`src/rtl/play_pkg.sv`:
```
// play_pkg: definitions shared by the playback core and its FIFO.
//   play_state_t : playback controller states
//   SAMPLE_W     : stereo sample width (left [31:16], right [15:0])
//   sdram_addr_t : SDRAM word address, shared with the recording core
package play_pkg;

  typedef enum logic [2:0] {
    IDLE,
    RUN,
    DRAIN,
    ABORT,
    DONE
  } play_state_t;

  localparam int SAMPLE_W = 32;

  typedef logic [22:0] sdram_addr_t;

endpackage

```
`src/rtl/play_fifo.sv`:
```
// play_fifo: synchronous FIFO with registered storage and synchronous flush.
// Ports:
//   clk, rst       clock, synchronous active-high reset (pointers/count only)
//   flush          empties the FIFO; wins over push and pop in the same cycle
//   push, wdata    write request and data
//   pop            read request; rdata is the current head (combinational)
//   full, empty    status flags
//   count          number of stored entries (0..DEPTH)
// DEPTH must be a power of two so the pointers wrap naturally.
module play_fifo #(
  parameter  int DEPTH = 4,
  parameter  int WIDTH = 32,
  localparam int AW    = $clog2(DEPTH),
  localparam int CW    = AW + 1
) (
  input  logic             clk,
  input  logic             rst,
  input  logic             flush,
  input  logic             push,
  input  logic [WIDTH-1:0] wdata,
  input  logic             pop,
  output logic [WIDTH-1:0] rdata,
  output logic             full,
  output logic             empty,
  output logic [CW-1:0]    count
);

  logic [AW-1:0]    wr_ptr_q, wr_ptr_d;
  logic [AW-1:0]    rd_ptr_q, rd_ptr_d;
  logic [CW-1:0]    count_q, count_d;
  logic [WIDTH-1:0] mem_q [DEPTH];
  logic             do_push, do_pop;

  assign full  = (count_q == CW'(DEPTH));
  assign empty = (count_q == '0);
  assign count = count_q;
  assign rdata = mem_q[rd_ptr_q];

  // A push into a full FIFO is accepted only when a pop frees the slot.
  assign do_pop  = pop && !empty && !flush;
  assign do_push = push && (!full || do_pop) && !flush;

  always_comb begin
    wr_ptr_d = wr_ptr_q;
    rd_ptr_d = rd_ptr_q;
    count_d  = count_q;
    if (flush) begin
      wr_ptr_d = '0;
      rd_ptr_d = '0;
      count_d  = '0;
    end else begin
      if (do_push) wr_ptr_d = wr_ptr_q + AW'(1);
      if (do_pop)  rd_ptr_d = rd_ptr_q + AW'(1);
      unique case ({do_push, do_pop})
        2'b10:   count_d = count_q + CW'(1);
        2'b01:   count_d = count_q - CW'(1);
        default: count_d = count_q;
      endcase
    end
  end

  always_ff @(posedge clk) begin
    if (rst) begin
      wr_ptr_q <= '0;
      rd_ptr_q <= '0;
      count_q  <= '0;
    end else begin
      wr_ptr_q <= wr_ptr_d;
      rd_ptr_q <= rd_ptr_d;
      count_q  <= count_d;
    end
  end

  // Storage is data only and carries no reset.
  always_ff @(posedge clk) begin
    if (do_push) mem_q[wr_ptr_q] <= wdata;
  end

  a_no_overflow : assert property (@(posedge clk) disable iff (rst || flush)
    !(push && full && !pop));

endmodule

```
`src/rtl/play_core.sv`:
```
// play_core: playback engine. Fetches stereo samples from a contiguous SDRAM
// word range, buffers them in a prefetch FIFO and streams them to the DAC.
// Ports:
//   i_clk, i_rst                          clock, synchronous active-high reset
//   play_start/_start_addr/_end_addr      start pulse and inclusive word range
//   play_pause                            level: hold reads and audio output
//   play_stop                             pulse: abort playback
//   play_done                             one-cycle end/abort pulse
//   play_read/_addr/_readdata/_sdram_finished   SDRAM read port
//   play_audio_data/_valid/_ready         DAC valid/ready stream
// Build option: define PLAY_LOOP_EN to replay the range endlessly until stop.
module play_core
  import play_pkg::*;
#(
  parameter int FIFO_DEPTH = 4,
  parameter int ADDR_W     = $bits(sdram_addr_t),
  parameter int DATA_W     = SAMPLE_W
) (
  input  logic              i_clk,
  input  logic              i_rst,
  input  logic              play_start,
  input  logic [ADDR_W-1:0] play_start_addr,
  input  logic [ADDR_W-1:0] play_end_addr,
  input  logic              play_pause,
  input  logic              play_stop,
  output logic              play_done,
  output logic              play_read,
  output logic [ADDR_W-1:0] play_addr,
  input  logic [DATA_W-1:0] play_readdata,
  input  logic              play_sdram_finished,
  output logic [DATA_W-1:0] play_audio_data,
  output logic              play_audio_valid,
  input  logic              play_audio_ready
);

  localparam int CNT_W = $clog2(FIFO_DEPTH) + 1;

  play_state_t       state_q, state_d;
  logic [ADDR_W-1:0] ptr_q, ptr_d;
  logic [ADDR_W-1:0] start_q, start_d;
  logic [ADDR_W-1:0] end_q, end_d;
  logic              read_q, read_d;

  logic              fifo_flush, fifo_push, fifo_pop;
  logic              fifo_full, fifo_empty;
  logic [CNT_W-1:0]  fifo_count;
  logic [DATA_W-1:0] fifo_rdata;

  logic              active;
  logic              rd_done;
  logic              can_issue;
  logic              drain_empty;

  assign active  = (state_q == RUN) || (state_q == DRAIN);
  assign rd_done = read_q && play_sdram_finished;

  assign play_audio_valid = active && !fifo_empty && !play_pause;
  // Storage is not reset, so the head is masked while nothing is buffered.
  assign play_audio_data  = fifo_empty ? '0 : fifo_rdata;
  assign fifo_pop         = play_audio_valid && play_audio_ready;

  assign play_read = read_q;
  assign play_addr = ptr_q;
  assign play_done = (state_q == DONE);

  // Only one read is ever outstanding, so with read_q low the credit check
  // (count + outstanding < depth) reduces to "FIFO not full".
  assign can_issue = !read_q && !fifo_full && (ptr_q <= end_q) && !play_pause;

  // The last sample leaving this cycle ends the drain without an idle cycle.
  assign drain_empty = (fifo_count == '0) ||
                       ((fifo_count == CNT_W'(1)) && fifo_pop);

  always_comb begin
    state_d    = state_q;
    ptr_d      = ptr_q;
    start_d    = start_q;
    end_d      = end_q;
    read_d     = read_q;
    fifo_flush = 1'b0;
    fifo_push  = 1'b0;

    unique case (state_q)
      IDLE: begin
        if (play_start) begin
          start_d    = play_start_addr;
          end_d      = play_end_addr;
          ptr_d      = play_start_addr;
          fifo_flush = 1'b1;
          state_d    = (play_start_addr > play_end_addr) ? DONE : RUN;
        end
      end

      RUN: begin
        if (play_stop) begin
          fifo_flush = 1'b1;
          if (read_q && !play_sdram_finished) begin
            state_d = ABORT;
          end else begin
            read_d  = 1'b0;
            state_d = DONE;
          end
        end else if (rd_done) begin
          fifo_push = 1'b1;
          read_d    = 1'b0;
          // Pre-increment compare so an end address of all-ones terminates.
          if (ptr_q == end_q) begin
`ifdef PLAY_LOOP_EN
            ptr_d = start_q;
`else
            ptr_d   = ptr_q + ADDR_W'(1);
            state_d = DRAIN;
`endif
          end else begin
            ptr_d = ptr_q + ADDR_W'(1);
          end
        end else if (can_issue) begin
          read_d = 1'b1;
        end
      end

      DRAIN: begin
        if (play_stop) begin
          fifo_flush = 1'b1;
          state_d    = DONE;
        end else if (drain_empty) begin
          state_d = DONE;
        end
      end

      ABORT: begin
        // Hold the request until SDRAM answers; the returned word is dropped.
        fifo_flush = 1'b1;
        if (play_sdram_finished) begin
          read_d  = 1'b0;
          state_d = DONE;
        end
      end

      DONE: begin
        state_d = IDLE;
      end

      default: begin
        state_d = IDLE;
      end
    endcase
  end

  always_ff @(posedge i_clk) begin
    if (i_rst) begin
      state_q <= IDLE;
      ptr_q   <= '0;
      read_q  <= 1'b0;
    end else begin
      state_q <= state_d;
      ptr_q   <= ptr_d;
      read_q  <= read_d;
    end
  end

  always_ff @(posedge i_clk) begin
    start_q <= start_d;
    end_q   <= end_d;
  end

  play_fifo #(
    .DEPTH (FIFO_DEPTH),
    .WIDTH (DATA_W)
  ) u_fifo (
    .clk   (i_clk),
    .rst   (i_rst),
    .flush (fifo_flush),
    .push  (fifo_push),
    .wdata (play_readdata),
    .pop   (fifo_pop),
    .rdata (fifo_rdata),
    .full  (fifo_full),
    .empty (fifo_empty),
    .count (fifo_count)
  );

endmodule

```
`config.mk`:
```
export PLATFORM = sky130hd
export DESIGN_NAME = play_core
export DESIGN_NICKNAME = d
export VERILOG_FILES = /design/src/rtl/play_pkg.sv /design/src/rtl/play_fifo.sv /design/src/rtl/play_core.sv
export SDC_FILE = /design/constraint.sdc
export NUM_CORES = 1
export LEC_CHECK = 0
export ABC_CLOCK_PERIOD_IN_PS = 3500
export BUFFER_PORTS_ARGS = -buffer_cell sky130_fd_sc_hd__buf_4
export CAP_MARGIN = 20
export CORE_UTILIZATION = 57
export CTS_CLUSTER_DIAMETER = 30
export DETAILED_ROUTE_END_ITERATION = 6
export PLACE_DENSITY = 0.87
export SLEW_MARGIN = 20
export SYNTH_ARGS = -nofsm -noshare
export SYNTH_HDL_FRONTEND = slang
export SYNTH_SLANG_ARGS = --single-unit
```
`constraint.sdc`:
```
create_clock -name i_clk -period 3.5 [get_ports i_clk]
set_input_delay 0.7 -clock i_clk [delete_from_list [all_inputs] [get_ports i_clk]]
set_output_delay 0.7 -clock i_clk [all_outputs]
set_load 0.005 [all_outputs]
```
; ---- After elaboration in Yosys (flattened, before gate mapping)
; Memories as Yosys holds them, arrays and structs flattened. A register that Yosys moved wholly into a read port is not among the register bits.
; Index checks and enable logic that the tools add are counted.
[classes]
reduce_logical = 33
n_mux = 32
n_eq_ne = 18
n_mul = 0
addsub = 5
div_mod_pow = 0
shifts = 0
bitwise = 0
order_cmp = 2
[ops]
columns = op, count
row1 = 2-to-1 mux 23 bit, 3
row2 = case mux 23 bit (2 select lines), 1
row3 = 2-to-1 mux 32 bit, 1
row4 = 2-to-1 mux 3 bit, 9
row5 = "adder 23 x 1 -> 23 bit, second input constant", 1
row6 = == test 23 bit, 1
row7 = greater-than comparator 23 bit, 1
row8 = <= comparator 23 bit, 1
row9 = logical AND 1 bit, 13
row10 = 2-to-1 mux 1 bit, 12
row11 = case mux 3 bit (4 select lines), 1
row12 = "!= test 3 bit, second input constant", 3
row13 = "!= test 2 bit, second input constant", 4
row14 = AND reduction 4 bit, 2
row15 = "== test 3 x 1 -> 1 bit, second input constant", 2
row16 = "== test 3 x 2 -> 1 bit, second input constant", 2
row17 = "== test 3 bit, second input constant", 2
row18 = zero test 1 bit, 6
row19 = zero test 3 bit, 2
row20 = case mux 3 bit (2 select lines), 1
row21 = nonzero test 2 bit, 3
row22 = AND reduction 5 bit, 1
row23 = "adder 2 x 1 -> 2 bit, second input constant", 2
row24 = 2-to-1 mux 2 bit, 2
row25 = other kinds (11), 14
[word_totals]
reg_bits = 57
mem_bits_rw = 128
wordCells = 98
mem_bits_ro = 0
latchBits = 0
mem_count = 1
[mem_list]
columns = memory, depth, width, rd, rd_ports_with_merged_regs, write_ports, line_no
row1 = u_fifo.mem_q, 4, 32, 1, 1, 1, play_fifo.sv:31  ; logic [WIDTH-1:0] mem_q [DEPTH];

; ---- Longest topological paths before layout
; Gate-level depths: netlist of run 1.
[depth]
depth_word = 12
ltp_mapped = 11

; ---- By module
; From an unflattened synthesis of run 1, not the netlist that was laid out.
[hier_totals]
hier_cells = 708
area_unflattened_um2 = 9058.7
[by_module_without_submodules]
columns = module, area_per_inst_um2, instances, cells_each, seq_area_each_um2
row1 = play_fifo, 5112.4, 1, 224, 4023.9
row2 = play_core, 3946.3, 1, 484, 1231.2

; ---- Worst setup path after synthesis of run 1
; Ideal clock, no wire load.
[synth_path]
path_type = in2reg
startpoint = input port play_start
endpoint = register end_q[0] (enable)
setup_slack_ps = 672
t_required_ps = 3068
setup_time_ps = 432
cell_stages = 2
t_arrival_ps = 2396
cell_sequence = nand2b_1 -> nor3_1
[synth_between]
elab_chain_len = 1
[synth_lines]
columns = item, line_no
row1 = "start, declared", play_core.sv:21  ; input logic play_start,
row2 = AND reduction 2 bit (no source line), --
row3 = "end signal, assigned", play_core.sv:164  ; end_q <= end_d;
row4 = "end, declared", play_core.sv:41  ; logic [ADDR_W-1:0] end_q, end_d;
; No other way between the ends.
; A chain may end at the register's enable or synchronous reset.

==> flow_summary.json, run 1 <==
{
  "status": "completed",
  "place_ws_ns": 0.641,
  "syn_area_per_cell_sq_um": 12.9,
  "track_usage_pct": 27.2,
  "fp.dieH_microns": 127,
  "seq_area_frac_synth_pct": 58.7,
  "cts-hold-fix-buffers": 0,
  "rsz0062_at_grt": "no",
  "fp.coreArea_sq_mm": 0.0153,
  "pwr-share-clk_pct": 31.4,
  "setup_slack_ns": 0.480,
  "clock_path_buffers": 2,
  "p_int_mw": 4.12,
  "wl_per_cell_microns": 19.8,
  "r2r_cells": 9,
  "initial_core_util_pct": 58.7,
  "reg2reg_setup_slack_ns": 0.60,
  "crit_end": "play_audio_data[18]",
  "via_per_inst": 5.93,
  "die_x_microns": 127,
  "grt_max_degree": 40,
  "cp-end-kind": "primary output",
  "power.density_mw_per_mm2": 551,
  "clock_sinks": 187,
  "cp_max_fo": 16,
  "dp_hpwl_microns": 14100,
  "vias": 6307,
  "cts_tree": "done",
  "rows": 45,
  "relSlewSlack_pct": 50.3,
  "period_needed_ns": 3.02,
  "port_buffers": 142,
  "maxCapViolCount": 0,
  "synthFlopType": "edfxtp_1",
  "tightest_slew_ns": 0.743,
  "synth_edf_count": 151,
  "place_inst": 1031,
  "finalHoldViolCount": 0,
  "hp-class": "input pin to register",
  "post_cts_buffers": 0,
  "dr.pass1.iters": 5,
  "drv_slew": 0,
  "ys_ff_latch": 187,
  "fin_hold_ws_ns": 0.448,
  "switching_share_pct": 31.2,
  "areaGrowthSynthToFinish_pct": 21.3,
  "antenna_cells": 0,
  "skew_ns": 0.0116,
  "clockRootBuffer": "clkbuf_16",
  "clk_pin_slew_worst_paths_ns": 0.08,
  "drt_iter0_markers": 450,
  "post-route-util_pct": 71.2,
  "fillers": 955,
  "r2r_start": "state_q[0]$_SDFFE_PP0P_",
  "grt_pass1_wl_microns": 32900,
  "power_frac_comb_pct": 21.8,
  "crit_required_ns": 2.80,
  "vdd_ir_drop_max_mv": 0.470,
  "cp-start-kind": "register",
  "arrival_ns": 2.32,
  "layout-drive-gt1-share_pct": 26.9,
  "clock_latency_ns": 0.43,
  "fmax_ghz": 0.331,
  "pwr-share-seq_pct": 46.8,
  "stdcell_count": 1063,
  "cts-buffers-inserted": 17,
  "crit_type": "register to primary output",
  "overflow": 0,
  "totalWireLength_microns": 21000,
  "netlist_area_sq_mm": 0.00895,
  "setup_violations": 0,
  "power.leakage_nw": 4.15,
  "cts-htree-levels": 4,
  "synth_cells": 694,
  "top_level_ports": 143,
  "finalSetupTns_ns": 0,
  "grt_pass1_vias": 6308,
  "synth_cell_type_count": 56,
  "async_flop_share_pct": 0,
  "nets": 980,
  "r2r_end": "u_fifo.count[2]$_SDFFE_PP0P_",
  "cts_resized": 0,
  "drc": 0,
  "antenna_left": 0,
  "ys_warn_count": 0,
  "syn-num-nets": 835,
  "finalCritPeriodShare_pct": 86.3,
  "dieArea_sq_mm": 0.0162,
  "routabilityCongestion": 0.858,
  "antenna_found_initial": 0,
  "p_sw_mw": 1.87
}
[worst max-delay path, cell delays in order, from the launching register on]
cell and delay (ns):
dfxtp_2 0.70, buf_4 0.35, mux4_2 0.54, nor2b_1 0.14, buf_4 0.15
[worst min-delay path by stage]
stage / slack (ns) / cells past startpoint / to / from
2_1_floorplan: 0.48 / 2 / register / u_fifo.rd_ptr_q[1]$_SDFFE_PP0P_
6_report: 0.45 / 1 / end_q[18]$_DFFE_PP_ / play_end_addr[18]
5_1_grt: 0.44 / 1 / end_q[13]$_DFFE_PP_ / play_end_addr[13]
4_1_cts: 0.43 / 1 / end_q[14]$_DFFE_PP_ / play_end_addr[14]
3_5_place_dp: 0.55 / 2 / u_fifo.rd_ptr_q[0]$_SDFFE_PP0P_ / u_fifo.rd_ptr_q[0]$_SDFFE_PP0P_
3_3_place_gp: 0.50 / 2 / u_fifo.rd_ptr_q[1]$_SDFFE_PP0P_ / u_fifo.rd_ptr_q[1]$_SDFFE_PP0P_
[layer usage]
metal  part of all wire [%]  vias up  routed length, microns  track usage (%)
li1                       -     2907                       -                -
met1                     39     3036                    8230             33.7
met2                     51      308                   10800             46.0
met3                    6.1       56                    1290             5.65
met4                    3.3        0                     700             12.8
met5                      0        -                       0                0
[placed cells by master, fill, tap and decap left out, drive strengths merged, types with 2 or more instances in the layout]
| master | instances |
|---|---|
| or3 | 3 |
| ha | 56 |
| and2 | 4 |
| xor2 | 4 |
| a311oi | 2 |
| a21o | 5 |
| a31oi | 4 |
| a211oi | 18 |
| o31ai | 4 |
| nand3b | 6 |
| nand4 | 13 |
| inv | 61 |
| mux2i | 3 |
| clkinv | 5 |
| nand2 | 37 |
| o22ai | 2 |
| nor3 | 9 |
| nand3 | 24 |
| nor2b | 34 |
| xnor2 | 3 |
| o21ai | 34 |
| and4 | 3 |
| nor3b | 4 |
| nor4 | 3 |
| clkbuf | 19 |
| nand4b | 3 |
| mux4 | 32 |
| edfxtp | 151 |
| nand2b | 6 |
| a22oi | 3 |
| nor2 | 33 |
| dfxtp | 36 |
| a21oi | 48 |
| and3 | 7 |
| a211o | 2 |
| buf | 157 |
[final cells by class]
class | instances | area (sq um) | area share, %
multi-input cells | 423 | 3380 | 31.2
flip-flops and latches | 187 | 5260 | 48.4
clock inverters | 13 | 149 | 1.37
inverters | 53 | 199 | 1.83
clock buffers | 19 | 433 | 3.98
well taps | 211 | 264 | 2.43
repair buffers | 157 | 1180 | 10.8
[Yosys cell counts, types with 2 or more instances]
| cell | n | area [sq um] |
|---|---|---|
| nand2b_1 | 6 | 37.5 |
| buf_2 | 6 | 30.0 |
| nand2_1 | 37 | 139 |
| a21oi_1 | 48 | 240 |
| a211oi_1 | 17 | 128 |
| o31ai_1 | 4 | 30.0 |
| mux2i_1 | 3 | 30.0 |
| inv_1 | 53 | 199 |
| o22ai_1 | 2 | 12.5 |
| nor3b_1 | 4 | 30.0 |
| mux4_2 | 32 | 721 |
| xor2_1 | 4 | 35.0 |
| nand4b_1 | 3 | 26.3 |
| a211o_1 | 2 | 17.5 |
| and3_1 | 7 | 43.8 |
| nor2b_1 | 34 | 213 |
| ha_1 | 56 | 701 |
| nand3_1 | 24 | 120 |
| nor2_1 | 32 | 120 |
| and4_1 | 3 | 26.3 |
| nand3b_1 | 6 | 45.0 |
| o21ai_0 | 34 | 170 |
| nor3_1 | 9 | 45.0 |
| and2_1 | 4 | 25.0 |
| or3_1 | 2 | 12.5 |
| edfxtp_1 | 151 | 4530 |
| a22oi_1 | 3 | 22.5 |
| a21o_1 | 5 | 37.5 |
| nand4_1 | 13 | 81.3 |
| xnor2_1 | 3 | 26.3 |
| dfxtp_1 | 36 | 721 |
| a31oi_1 | 3 | 18.8 |
| a311oi_1 | 2 | 17.5 |
| clkbuf_1 | 22 | 82.6 |
| nor4_1 | 3 | 18.8 |
[kinds of logic (layout without fill, tap and decap cells)]
| family | count (synthesis) | count (layout) | synth area share, % |
|---|---|---|---|
| buffers and inverters | 84 | 242 | 3.73 |
| DFF | 187 | 187 | 58.7 |
| and+or+nand+nor | 193 | 193 | 11.6 |
| muxes | 35 | 35 | 8.38 |
| AOI/OAI and AO/OA | 132 | 132 | 9.13 |
| adders and majority gates | 56 | 56 | 7.83 |
| xor gates and xnor gates | 7 | 7 | 0.685 |
[state kept, by name (all words and copies together), names as in the netlist, named ones only]
signal / count
u_fifo.mem_q: 128
end_q: 23
play_addr: 23
state_q: 3
u_fifo.count: 3
u_fifo.rd_ptr_q: 2
u_fifo.wr_ptr_q: 2
play_read: 1
[power groups by stage]
stage               registers, mW  clock network, mW  logic (mW)
floorplan                    2.76                  0       0.849
global placement             2.83                  0        1.22
detailed placement           2.84                  0        1.27
CTS                          2.79               1.90        1.29
global route                 2.82               1.98        1.45
finish                       2.80               1.88        1.30
[per-stage QoR]
stage,power [mW],cell area [sq um]
2_1_floorplan,3.61,8950
3_3_place_gp,4.05,10300
3_5_place_dp,4.11,10300
4_1_cts,5.99,10900
5_1_grt,6.25,10900
6_report,5.98,10900
Note: power is estimated with default switching activity, not from simulation.
==> run 2, diff against run 1 <==
--- a/config.mk
+++ b/config.mk
@@ -8,10 +8,12 @@
 export ABC_CLOCK_PERIOD_IN_PS = 3500
 export BUFFER_PORTS_ARGS = -buffer_cell sky130_fd_sc_hd__buf_4
 export CAP_MARGIN = 20
-export CORE_UTILIZATION = 57
+export CELL_PAD_IN_SITES_DETAIL_PLACEMENT = 2
+export CELL_PAD_IN_SITES_GLOBAL_PLACEMENT = 2
+export CORE_UTILIZATION = 39
 export CTS_CLUSTER_DIAMETER = 30
 export DETAILED_ROUTE_END_ITERATION = 6
-export PLACE_DENSITY = 0.87
+export PLACE_DENSITY = 0.88
 export SLEW_MARGIN = 20
 export SYNTH_ARGS = -nofsm -noshare
 export SYNTH_HDL_FRONTEND = slang
==> run 2 against run 1 <==
Against the previous run: die area increased by 45%; fmax increased by 0.67%; clock skew increased by 0.0030 ns; sequential power about the same; via count increased by 3.0%.
==> flow_summary.json, run 2 (synthesized netlist as in run 1, its figures left out) <==
{
  "status": "completed",
  "fp.dieH_microns": 154,
  "cp-end-kind": "primary output",
  "clockRootBuffer": "clkbuf_16",
  "rsz0062_at_grt": "no",
  "rows": 55,
  "tightest_slew_ns": 0.716,
  "hp-start": "play_end_addr[7]",
  "clock_sinks": 187,
  "cp_max_fo": 33,
  "max_stage_delay_ns": 0.39,
  "setup_violations": 0,
  "drc": 0,
  "antenna_cells": 0,
  "antenna_found_initial": 0,
  "fin_hold_ws_ns": 0.434,
  "finalSetupTns_ns": 0,
  "relSlewSlack_pct": 52.2,
  "r2r_start": "u_fifo.count[0]$_SDFFE_PP0P_",
  "grt_max_degree": 39,
  "power.density_mw_per_mm2": 572,
  "antenna_left": 0,
  "top_level_ports": 143,
  "stdcell_count": 1141,
  "clk_pin_slew_worst_paths_ns": 0.09,
  "wl_per_cell_microns": 25.2,
  "cpMostUsedCell": "buf_4",
  "largest_register_ffs": 128,
  "cts_tree": "done",
  "dpl_cell_area_sq_mm": 0.0104,
  "drv_slew": 0,
  "period_needed_ns": 3.00,
  "clock_path_buffers": 2,
  "dr.pass1.iters": 4,
  "final_common_cell": "buf_4",
  "cts_resized": 0,
  "place_inst": 1109,
  "grt_pass1_wl_microns": 43900,
  "worstPathCellList": "inv_1 -> ha_1 -> nor2b_2 -> buf_4 -> and3b_1 -> buf_4",
  "port_buffers": 142,
  "routabilityCongestion": 0.801,
  "top_register": "u_fifo.mem_q",
  "dp_hpwl_microns": 19900,
  "arrival_ns": 2.30,
  "post_cts_buffers": 0,
  "dieArea_sq_mm": 0.0236,
  "crit_type": "register to primary output",
  "finalHoldViolCount": 0,
  "track_usage_pct": 25.0,
  "power.leakage_nw": 4.18,
  "initial_core_util_pct": 39.7,
  "hp-class": "input pin to register",
  "fp.coreArea_sq_mm": 0.0226,
  "drt_iter0_markers": 402,
  "via_per_inst": 5.70,
  "grt_pass1_vias": 7164,
  "skew_ns": 0.0146,
  "fmax_ghz": 0.333,
  "totalWireLength_microns": 28800,
  "most-common-layout-cells": "buf_4, edfxtp_1, ha_1",
  "cts-hold-fix-buffers": 0,
  "layout-drive-gt1-share_pct": 27.5,
  "cp-start-kind": "register",
  "clock_latency_ns": 0.45,
  "nets": 984,
  "finalCritPeriodShare_pct": 85.7,
  "overflow": 0,
  "slowest_stage": "buf_4",
  "fin_area_sq_mm": 0.0110,
  "vdd_ir_drop_max_mv": 0.320,
  "startpoint": "u_fifo.count[1]$_SDFFE_PP0P_",
  "die_x_microns": 154,
  "maxCapViolCount": 0,
  "vias": 6498,
  "cts-htree-levels": 4,
  "cts-buffers-inserted": 17,
  "areaGrowthSynthToFinish_pct": 22.9,
  "crit_required_ns": 2.80
}
-- run 2: metrics by stage --
step                worst slack [ns]  power, mW  utilization, %
global placement               0.884       4.17            46.1
CTS                            0.478       6.33            48.8
finish                         0.500       6.30            48.8
detailed placement             0.632       4.27            46.1
global route                   0.399       6.54            48.8
floorplan                      0.672       3.61               -
-- run 2: worst paths after layout --
kind	to	slack [ns]	cells past startpoint
worst max-delay path	play_audio_valid	0.50	6
worst min-delay path	end_q[7]$_DFFE_PP_	0.43	1
worst min register to register	register	0.56	2
worst max register to register	u_fifo.mem_q[3][29]$_DFFE_PP_	0.79	7
-- run 2: layout make-up --
cell class	instances	area, sq um
Sequential cell	187	5260
Timing Repair Buffer	161	1210
Clock inverter	15	178
Fill cell	2219	11600
Tap cell	285	357
Clock buffer	17	425
Inverter	53	199
Multi-Input combinational cell	423	3380
-- run 2: worst max-delay path, delay by kind of cell, from the launching register on --
family	cells	cell delay, ns
fa+ha+maj	1	0.34
flops	1	0.32
buf+inv	3	0.67
simple gates	2	0.52
-- run 2: metal layers --
metal  track usage (%)  wire length [microns]  share of wire [%]
met1              30.4                  11900                 41
met4              9.29                    784                2.7
met5                 0                      0                  0
met3              3.16                    939                3.3
met2              45.4                  15200                 53
-- run 2: power by group --
group	switching (mW)	internal, mW
Sequential	0.198	2.58
Combinational	0.918	0.595
Clock	0.982	1.03
